--- config.mk ---
export PLATFORM = sky130hd
export DESIGN_NAME = eflags_cond_unit_flat
export DESIGN_NICKNAME = d
export VERILOG_FILES = /design/src/rtl/eflags_cond_unit_pkg.sv /design/src/rtl/eflags_cond_unit_if.sv /design/src/rtl/eflags_cond_unit_cond_eval.sv /design/src/rtl/eflags_cond_unit.sv /design/src/flat_wrapper.sv
export SDC_FILE = /design/constraint.sdc
export NUM_CORES = 1
export LEC_CHECK = 0
export CORE_MARGIN = 4
export CORE_UTILIZATION = 35
export CTS_CLUSTER_DIAMETER = 80
export DETAILED_ROUTE_END_ITERATION = 10
export GPL_TIMING_DRIVEN = 0
export PLACE_DENSITY = 0.71
export SLEW_MARGIN = 10
export SYNTH_ARGS = -nofsm -noshare
export SYNTH_HDL_FRONTEND = slang
export SYNTH_HIERARCHICAL = 1
export SYNTH_SLANG_ARGS = --single-unit
--- constraint.sdc ---
create_clock -name clk -period 5.8 [get_ports clk]
set_clock_uncertainty 0.2 [all_clocks]
set_input_delay 1.16 -clock clk [delete_from_list [all_inputs] [get_ports clk]]
set_output_delay 1.16 -clock clk [all_outputs]
set_load 0.05 [all_outputs]
--- src/rtl/eflags_cond_unit_pkg.sv ---
// EFLAGS / condition-code shared definitions.
// Flag bit positions, reset value and the x86 cccc encoding.
package eflags_cond_unit_pkg;

  localparam int EFLAGS_CF = 0;
  localparam int EFLAGS_RSV1 = 1;
  localparam int EFLAGS_PF = 2;
  localparam int EFLAGS_AF = 4;
  localparam int EFLAGS_ZF = 6;
  localparam int EFLAGS_SF = 7;
  localparam int EFLAGS_OF = 11;

  localparam logic [63:0] EFLAGS_RESET = 64'h2;

  localparam int PEND_MAX_DEF = 3;
  localparam int PEND_W_DEF = $clog2(PEND_MAX_DEF + 1);

  typedef enum logic [3:0] {
    COND_O  = 4'h0,
    COND_NO = 4'h1,
    COND_B  = 4'h2,
    COND_AE = 4'h3,
    COND_E  = 4'h4,
    COND_NE = 4'h5,
    COND_BE = 4'h6,
    COND_A  = 4'h7,
    COND_S  = 4'h8,
    COND_NS = 4'h9,
    COND_P  = 4'hA,
    COND_NP = 4'hB,
    COND_L  = 4'hC,
    COND_GE = 4'hD,
    COND_LE = 4'hE,
    COND_G  = 4'hF
  } cond_t;

  typedef enum logic [1:0] {
    S_IDLE = 2'd0,
    S_WAIT = 2'd1,
    S_RESP = 2'd2
  } cond_state_t;

endpackage

--- src/rtl/eflags_cond_unit_if.sv ---
// Flag update, popf write and condition query/response bundle.
// master drives requests and updates, slave is the flag unit.
interface eflags_cond_unit_if
  import eflags_cond_unit_pkg::*;
#(
  parameter int REG_W = 64,
  parameter int PW = PEND_W_DEF
);

  logic             issue_flag_op;
  logic             issue_ready;
  logic             upd_valid;
  logic [REG_W-1:0] upd_eflags;
  logic             wr_valid;
  logic [REG_W-1:0] wr_data;
  logic             cond_valid;
  logic [3:0]       cond_code;
  logic             cond_ready;
  logic             res_valid;
  logic             res_taken;
  logic             res_ready;
  logic [REG_W-1:0] eflags;
  logic [PW-1:0]    pending;
  logic             err;

  modport master (
    output issue_flag_op, upd_valid, upd_eflags,
    output wr_valid, wr_data,
    output cond_valid, cond_code, res_ready,
    input  issue_ready, cond_ready,
    input  res_valid, res_taken,
    input  eflags, pending, err
  );

  modport slave (
    input  issue_flag_op, upd_valid, upd_eflags,
    input  wr_valid, wr_data,
    input  cond_valid, cond_code, res_ready,
    output issue_ready, cond_ready,
    output res_valid, res_taken,
    output eflags, pending, err
  );

endinterface

--- src/rtl/eflags_cond_unit_cond_eval.sv ---
// x86 condition evaluator for Jcc/SETcc/CMOVcc.
// Even codes test a predicate, odd codes invert it.
module cond_eval
  import eflags_cond_unit_pkg::*;
#(
  parameter int REG_W = 64
) (
  input  logic [3:0]       cond_code,
  input  logic [REG_W-1:0] flags,
  output logic             taken
);

  logic cf, pf, zf, sf, of_f;
  logic base;
  logic unused_flags;

  assign cf   = flags[EFLAGS_CF];
  assign pf   = flags[EFLAGS_PF];
  assign zf   = flags[EFLAGS_ZF];
  assign sf   = flags[EFLAGS_SF];
  assign of_f = flags[EFLAGS_OF];

  assign unused_flags = ^{flags[REG_W-1:12], flags[10:8],
                          flags[5:3], flags[1]};

  // Predicate for the even code of each pair
  always_comb begin
    base = 1'b0;
    unique case (cond_code[3:1])
      3'd0: base = of_f;
      3'd1: base = cf;
      3'd2: base = zf;
      3'd3: base = cf | zf;
      3'd4: base = sf;
      3'd5: base = pf;
      3'd6: base = sf ^ of_f;
      3'd7: base = zf | (sf ^ of_f);
      default: base = 1'b0;
    endcase
  end

  assign taken = base ^ cond_code[0];

endmodule

--- src/rtl/eflags_cond_unit.sv ---
// Architectural EFLAGS register with in-flight op tracking.
// Condition queries wait for every older flag op to land.
module eflags_cond_unit
  import eflags_cond_unit_pkg::*;
#(
  parameter int REG_W = 64,
  parameter int PEND_MAX = 3
) (
  input logic clk,
  input logic rst,
  eflags_cond_unit_if.slave bus
);

  localparam int PW = $clog2(PEND_MAX + 1);
  localparam logic [PW-1:0] PMAX = PW'(PEND_MAX);
  localparam logic [PW-1:0] ONE = PW'(1);
  localparam logic [REG_W-1:0] RSV = REG_W'(EFLAGS_RESET);

  logic [REG_W-1:0] eflags_q, eflags_n;
  logic [PW-1:0]    pend_q, pend_n;
  logic [PW-1:0]    wait_q, wait_n;
  logic [PW-1:0]    wait_acc;
  logic [3:0]       code_q, code_n;
  logic             taken_q, taken_n;
  logic             err_q, err_n;
  cond_state_t      state_q, state_n;

  logic             full, empty, issue_ok;
  logic [REG_W-1:0] upd_flags, eval_flags;
  logic [3:0]       eval_code;
  logic             eval_taken;

  assign full      = (pend_q == PMAX);
  assign empty     = (pend_q == '0);
  assign issue_ok  = bus.issue_flag_op & ~full;
  assign upd_flags = bus.upd_eflags | RSV;

  // Counter, register write and sticky error next-state
  always_comb begin
    pend_n   = pend_q;
    eflags_n = eflags_q;
    err_n    = err_q;
    if (bus.issue_flag_op & full)
      err_n = 1'b1;
    if (bus.upd_valid & empty & ~issue_ok)
      err_n = 1'b1;
    if (bus.wr_valid & (bus.upd_valid | ~empty))
      err_n = 1'b1;
    unique case ({issue_ok, bus.upd_valid})
      2'b10: pend_n = pend_q + ONE;
      2'b01: if (!empty) pend_n = pend_q - ONE;
      default: pend_n = pend_q;
    endcase
    if (bus.upd_valid)
      eflags_n = upd_flags;
    else if (bus.wr_valid & empty)
      eflags_n = bus.wr_data | RSV;
  end

  assign eval_flags = bus.upd_valid ? upd_flags : eflags_q;
  assign eval_code  = (state_q == S_WAIT) ? code_q
                                          : bus.cond_code;

  cond_eval #(.REG_W(REG_W)) u_eval (
    .cond_code (eval_code),
    .flags     (eval_flags),
    .taken     (eval_taken)
  );

  // Same-cycle issue is younger than the query, so not counted
  assign wait_acc = (bus.upd_valid & ~empty) ? pend_q - ONE
                                             : pend_q;

  // Query FSM next-state
  always_comb begin
    state_n = state_q;
    wait_n  = wait_q;
    code_n  = code_q;
    taken_n = taken_q;
    unique case (state_q)
      S_IDLE: begin
        if (bus.cond_valid) begin
          if (wait_acc == '0) begin
            taken_n = eval_taken;
            state_n = S_RESP;
          end else begin
            wait_n  = wait_acc;
            code_n  = bus.cond_code;
            state_n = S_WAIT;
          end
        end
      end
      S_WAIT: begin
        if (bus.upd_valid) begin
          wait_n = wait_q - ONE;
          if (wait_q == ONE) begin
            taken_n = eval_taken;
            state_n = S_RESP;
          end
        end
      end
      S_RESP: begin
        if (bus.res_ready)
          state_n = S_IDLE;
      end
      default: state_n = S_IDLE;
    endcase
  end

  // Architectural state registers
  always_ff @(posedge clk) begin
    if (rst) begin
      eflags_q <= RSV;
      pend_q   <= '0;
      err_q    <= 1'b0;
    end else begin
      eflags_q <= eflags_n;
      pend_q   <= pend_n;
      err_q    <= err_n;
    end
  end

  // Query FSM registers
  always_ff @(posedge clk) begin
    if (rst) begin
      state_q <= S_IDLE;
      wait_q  <= '0;
      code_q  <= '0;
      taken_q <= 1'b0;
    end else begin
      state_q <= state_n;
      wait_q  <= wait_n;
      code_q  <= code_n;
      taken_q <= taken_n;
    end
  end

  assign bus.eflags      = eflags_q;
  assign bus.pending     = pend_q;
  assign bus.err         = err_q;
  assign bus.issue_ready = ~full;
  assign bus.cond_ready  = (state_q == S_IDLE);
  assign bus.res_valid   = (state_q == S_RESP);
  assign bus.res_taken   = taken_q;

endmodule

--- src/flat_wrapper.sv ---
// flat-port wrapper written by rule: the top's interface ports become plain ports
module eflags_cond_unit_flat import eflags_cond_unit_pkg::*;
#(
  parameter int REG_W = 64,
  parameter int PEND_MAX = 3
)
  (clk, rst, bus_issue_flag_op, bus_upd_valid, bus_upd_eflags, bus_wr_valid, bus_wr_data, bus_cond_valid, bus_cond_code, bus_res_ready, bus_issue_ready, bus_cond_ready, bus_res_valid, bus_res_taken, bus_eflags, bus_pending, bus_err);
  eflags_cond_unit_if #(.REG_W(REG_W), .PW(2)) bus_i ();
  input logic clk;
  input logic rst;
  input wire logic [$bits(bus_i.issue_flag_op)-1:0] bus_issue_flag_op;
  input wire logic [$bits(bus_i.upd_valid)-1:0] bus_upd_valid;
  input wire logic [$bits(bus_i.upd_eflags)-1:0] bus_upd_eflags;
  input wire logic [$bits(bus_i.wr_valid)-1:0] bus_wr_valid;
  input wire logic [$bits(bus_i.wr_data)-1:0] bus_wr_data;
  input wire logic [$bits(bus_i.cond_valid)-1:0] bus_cond_valid;
  input wire logic [$bits(bus_i.cond_code)-1:0] bus_cond_code;
  input wire logic [$bits(bus_i.res_ready)-1:0] bus_res_ready;
  output wire logic [$bits(bus_i.issue_ready)-1:0] bus_issue_ready;
  output wire logic [$bits(bus_i.cond_ready)-1:0] bus_cond_ready;
  output wire logic [$bits(bus_i.res_valid)-1:0] bus_res_valid;
  output wire logic [$bits(bus_i.res_taken)-1:0] bus_res_taken;
  output wire logic [$bits(bus_i.eflags)-1:0] bus_eflags;
  output wire logic [$bits(bus_i.pending)-1:0] bus_pending;
  output wire logic [$bits(bus_i.err)-1:0] bus_err;
  assign bus_i.issue_flag_op = bus_issue_flag_op;
  assign bus_i.upd_valid = bus_upd_valid;
  assign bus_i.upd_eflags = bus_upd_eflags;
  assign bus_i.wr_valid = bus_wr_valid;
  assign bus_i.wr_data = bus_wr_data;
  assign bus_i.cond_valid = bus_cond_valid;
  assign bus_i.cond_code = bus_cond_code;
  assign bus_i.res_ready = bus_res_ready;
  assign bus_issue_ready = bus_i.issue_ready;
  assign bus_cond_ready = bus_i.cond_ready;
  assign bus_res_valid = bus_i.res_valid;
  assign bus_res_taken = bus_i.res_taken;
  assign bus_eflags = bus_i.eflags;
  assign bus_pending = bus_i.pending;
  assign bus_err = bus_i.err;
  eflags_cond_unit #(.REG_W(REG_W), .PEND_MAX(PEND_MAX)) u_core (.clk(clk), .rst(rst), .bus(bus_i));
endmodule
==> flow_summary.json <==
{
  "crit-reg2reg-capture": "u_core/bus.eflags[4]",
  "wl_per_cell_um": 16.4,
  "antenna_found_initial": 0,
  "status": "finished, final reports clean",
  "vias": 3675,
  "cts_buffer_depth": 2,
  "wirelength_um": 12200,
  "r2r_start": "u_core/bus.pending[0]",
  "final_cells": 743,
  "max_freq_mhz": 270,
  "reg2reg_depth": 7,
  "cp_num_buf_inv": 3,
  "critPathLaunchType": "input pin",
  "end_kind": "flop",
  "numCtsBuffers": 9,
  "max_stage_delay_ps": 540,
  "fin_crit_sh_pct": 63.7,
  "path_cells": "clkdlybuf4s50_1 -> clkbuf_1 -> buf_2 -> mux2_2 -> mux2i_1 -> o21ai_1 -> a221oi_2 -> xnor2_1 -> nand2_1 -> mux2i_1",
  "overflow": 0,
  "die_area_sq_um": 12100,
  "rows": 36,
  "grt_pass1_wl_um": 18200,
  "syn_nets": 532,
  "drtIter0Drc": 95,
  "dp.cells": 728,
  "p_leak_nw": 2.48,
  "worst_path_max_delay_cell": "clkdlybuf4s50_1",
  "yosysWarnings": 6,
  "grt_start_max_net_pins": 13,
  "core_sq_um": 9950,
  "setup_viol": 0,
  "final_common_cell": "clkdlybuf4s50_1",
  "whs_path_depth": 2,
  "clk_pin_slew_ps": 70,
  "r2r_setup_slack_ps": 3280,
  "multiInputGateArea_sq_um": 1930,
  "syn-instance-count": 390,
  "critPathMostFrequentCell": "mux2i_1",
  "drtAntennaViolNets": 0,
  "port_buffers": 205,
  "holdPathEnd": "u_core/bus.res_taken",
  "die_x_um": 110,
  "clock_sinks": 75,
  "cts_htree_levels": 3,
  "min_from": "u_core/bus.res_taken",
  "synth_area_per_cell_sq_um": 9.32,
  "grt_pass1_vias": 3686,
  "hold_viol_final": 0,
  "diodes": 0,
  "cts_tree": "built",
  "io_pins": 210,
  "fillers": 875,
  "synthToLayoutAreaGrowth_pct": 68.3,
  "drive_gt1_share_pct": 6.56,
  "vias_per_cell": 4.95,
  "crit_type": "input pin to flop",
  "drc": 0,
  "cts_resized": 0,
  "cts_hold_buf": 0,
  "maxSlewViolCount": 0,
  "syn-cell-area_sq_um": 3630,
  "place.detailed.hpwl_um": 9670,
  "start_util_pct": 36.5,
  "cpLargestDelayFamily": "buffers and inverters",
  "total_power_mw": 1.79,
  "area.sequential_sq_um": 1500,
  "nNetsFinal": 748,
  "maxCapViolCount": 0,
  "crit_fanout": 10,
  "required_ps": 5860,
  "track_usage_pct": 19.5,
  "min_path_type": "flop to flop",
  "clock_latency_ps": 330,
  "gp_congestion": 0.801,
  "layout_common_cells": "clkdlybuf4s50_1 (205), dfxtp_1 (75), nor2_1 (74)",
  "die_h_um": 110,
  "tightest_slew_ps": 584,
  "root_buffer": "clkbuf_8",
  "maxSlewHeadroom_pct": 61.1,
  "ir_worst_vdd_uv": 149,
  "holdWs_ps": 279,
  "fin_crit_ps": 3700,
  "rsz0062_at_grt": "false",
  "arrival_ps": 3760,
  "power_density_nw_per_um2": 292,
  "post_cts_buffers": 0,
  "finalSetupTns_ps": 0,
  "first_pass_iters": 4
}
-- state kept, by name (all words and copies together), names as in the netlist --
| signal | count |
|---|---|
| u_core/bus.eflags | 63 |
| u_core/bus.err | 1 |
| u_core/bus.pending | 2 |
| u_core/bus.res_taken | 1 |
| u_core/code_q | 4 |
| u_core/state_q | 2 |
| u_core/wait_q | 2 |
-- tightest hold or removal path: stages, from the launching register on --
cell and delay, ps:
dfxtp_1 320, nand2_1 60, mux2i_1 50
-- area by class of cell --
cell class                 instances  area share (%)
timing repair buffer             205            33.6
multi-input combinational        268            31.6
sequential                        75            24.6
tap                              133            2.72
buffer                            37            2.68
clock buffer                      10            2.25
clock inverter                     5            2.05
inverter                          10           0.614
-- worst max-delay path by stage --
stage | end | cells after the start | start | slack (ps)
after floorplan | u_core/bus.res_taken | 9 | bus_upd_valid | 2870
after global placement | u_core/bus.res_taken | 10 | bus_upd_valid | 1840
after detailed placement | u_core/bus.res_taken | 10 | bus_upd_valid | 1730
after CTS | u_core/bus.res_taken | 10 | bus_upd_valid | 2080
after global routing | u_core/bus.res_taken | 10 | bus_upd_valid | 1930
final | u_core/bus.res_taken | 10 | bus_upd_valid | 2100
-- layer usage --
metal / global-route usage [%] / vias up / routed length (um)
li1: - / 1834 / -
met1: 22.7 / 1693 / 4830
met2: 34.4 / 135 / 6150
met3: 5.46 / 13 / 1010
met4: 6.06 / 0 / 164
met5: 0 / - / 0
-- stage by stage --
stage | cell area (sq um) | setup slack, ps | utilization, %
5_1_grt | 6110 | 1930 | 61.4
3_5_place_dp | 5850 | 1730 | 58.8
6_report | 6110 | 2100 | 61.4
4_1_cts | 6110 | 2080 | 61.4
3_3_place_gp | 5850 | 1840 | 58.8
2_1_floorplan | 3630 | 2870 | -
-- report_power, final --
| group | switching (mW) | internal [mW] |
|---|---|---|
| sequential | 0.0340 | 0.574 |
| clock | 0.186 | 0.338 |
| combinational | 0.380 | 0.273 |
| total | 0.600 | 1.19 |
(Power assumes the default switching activity.)
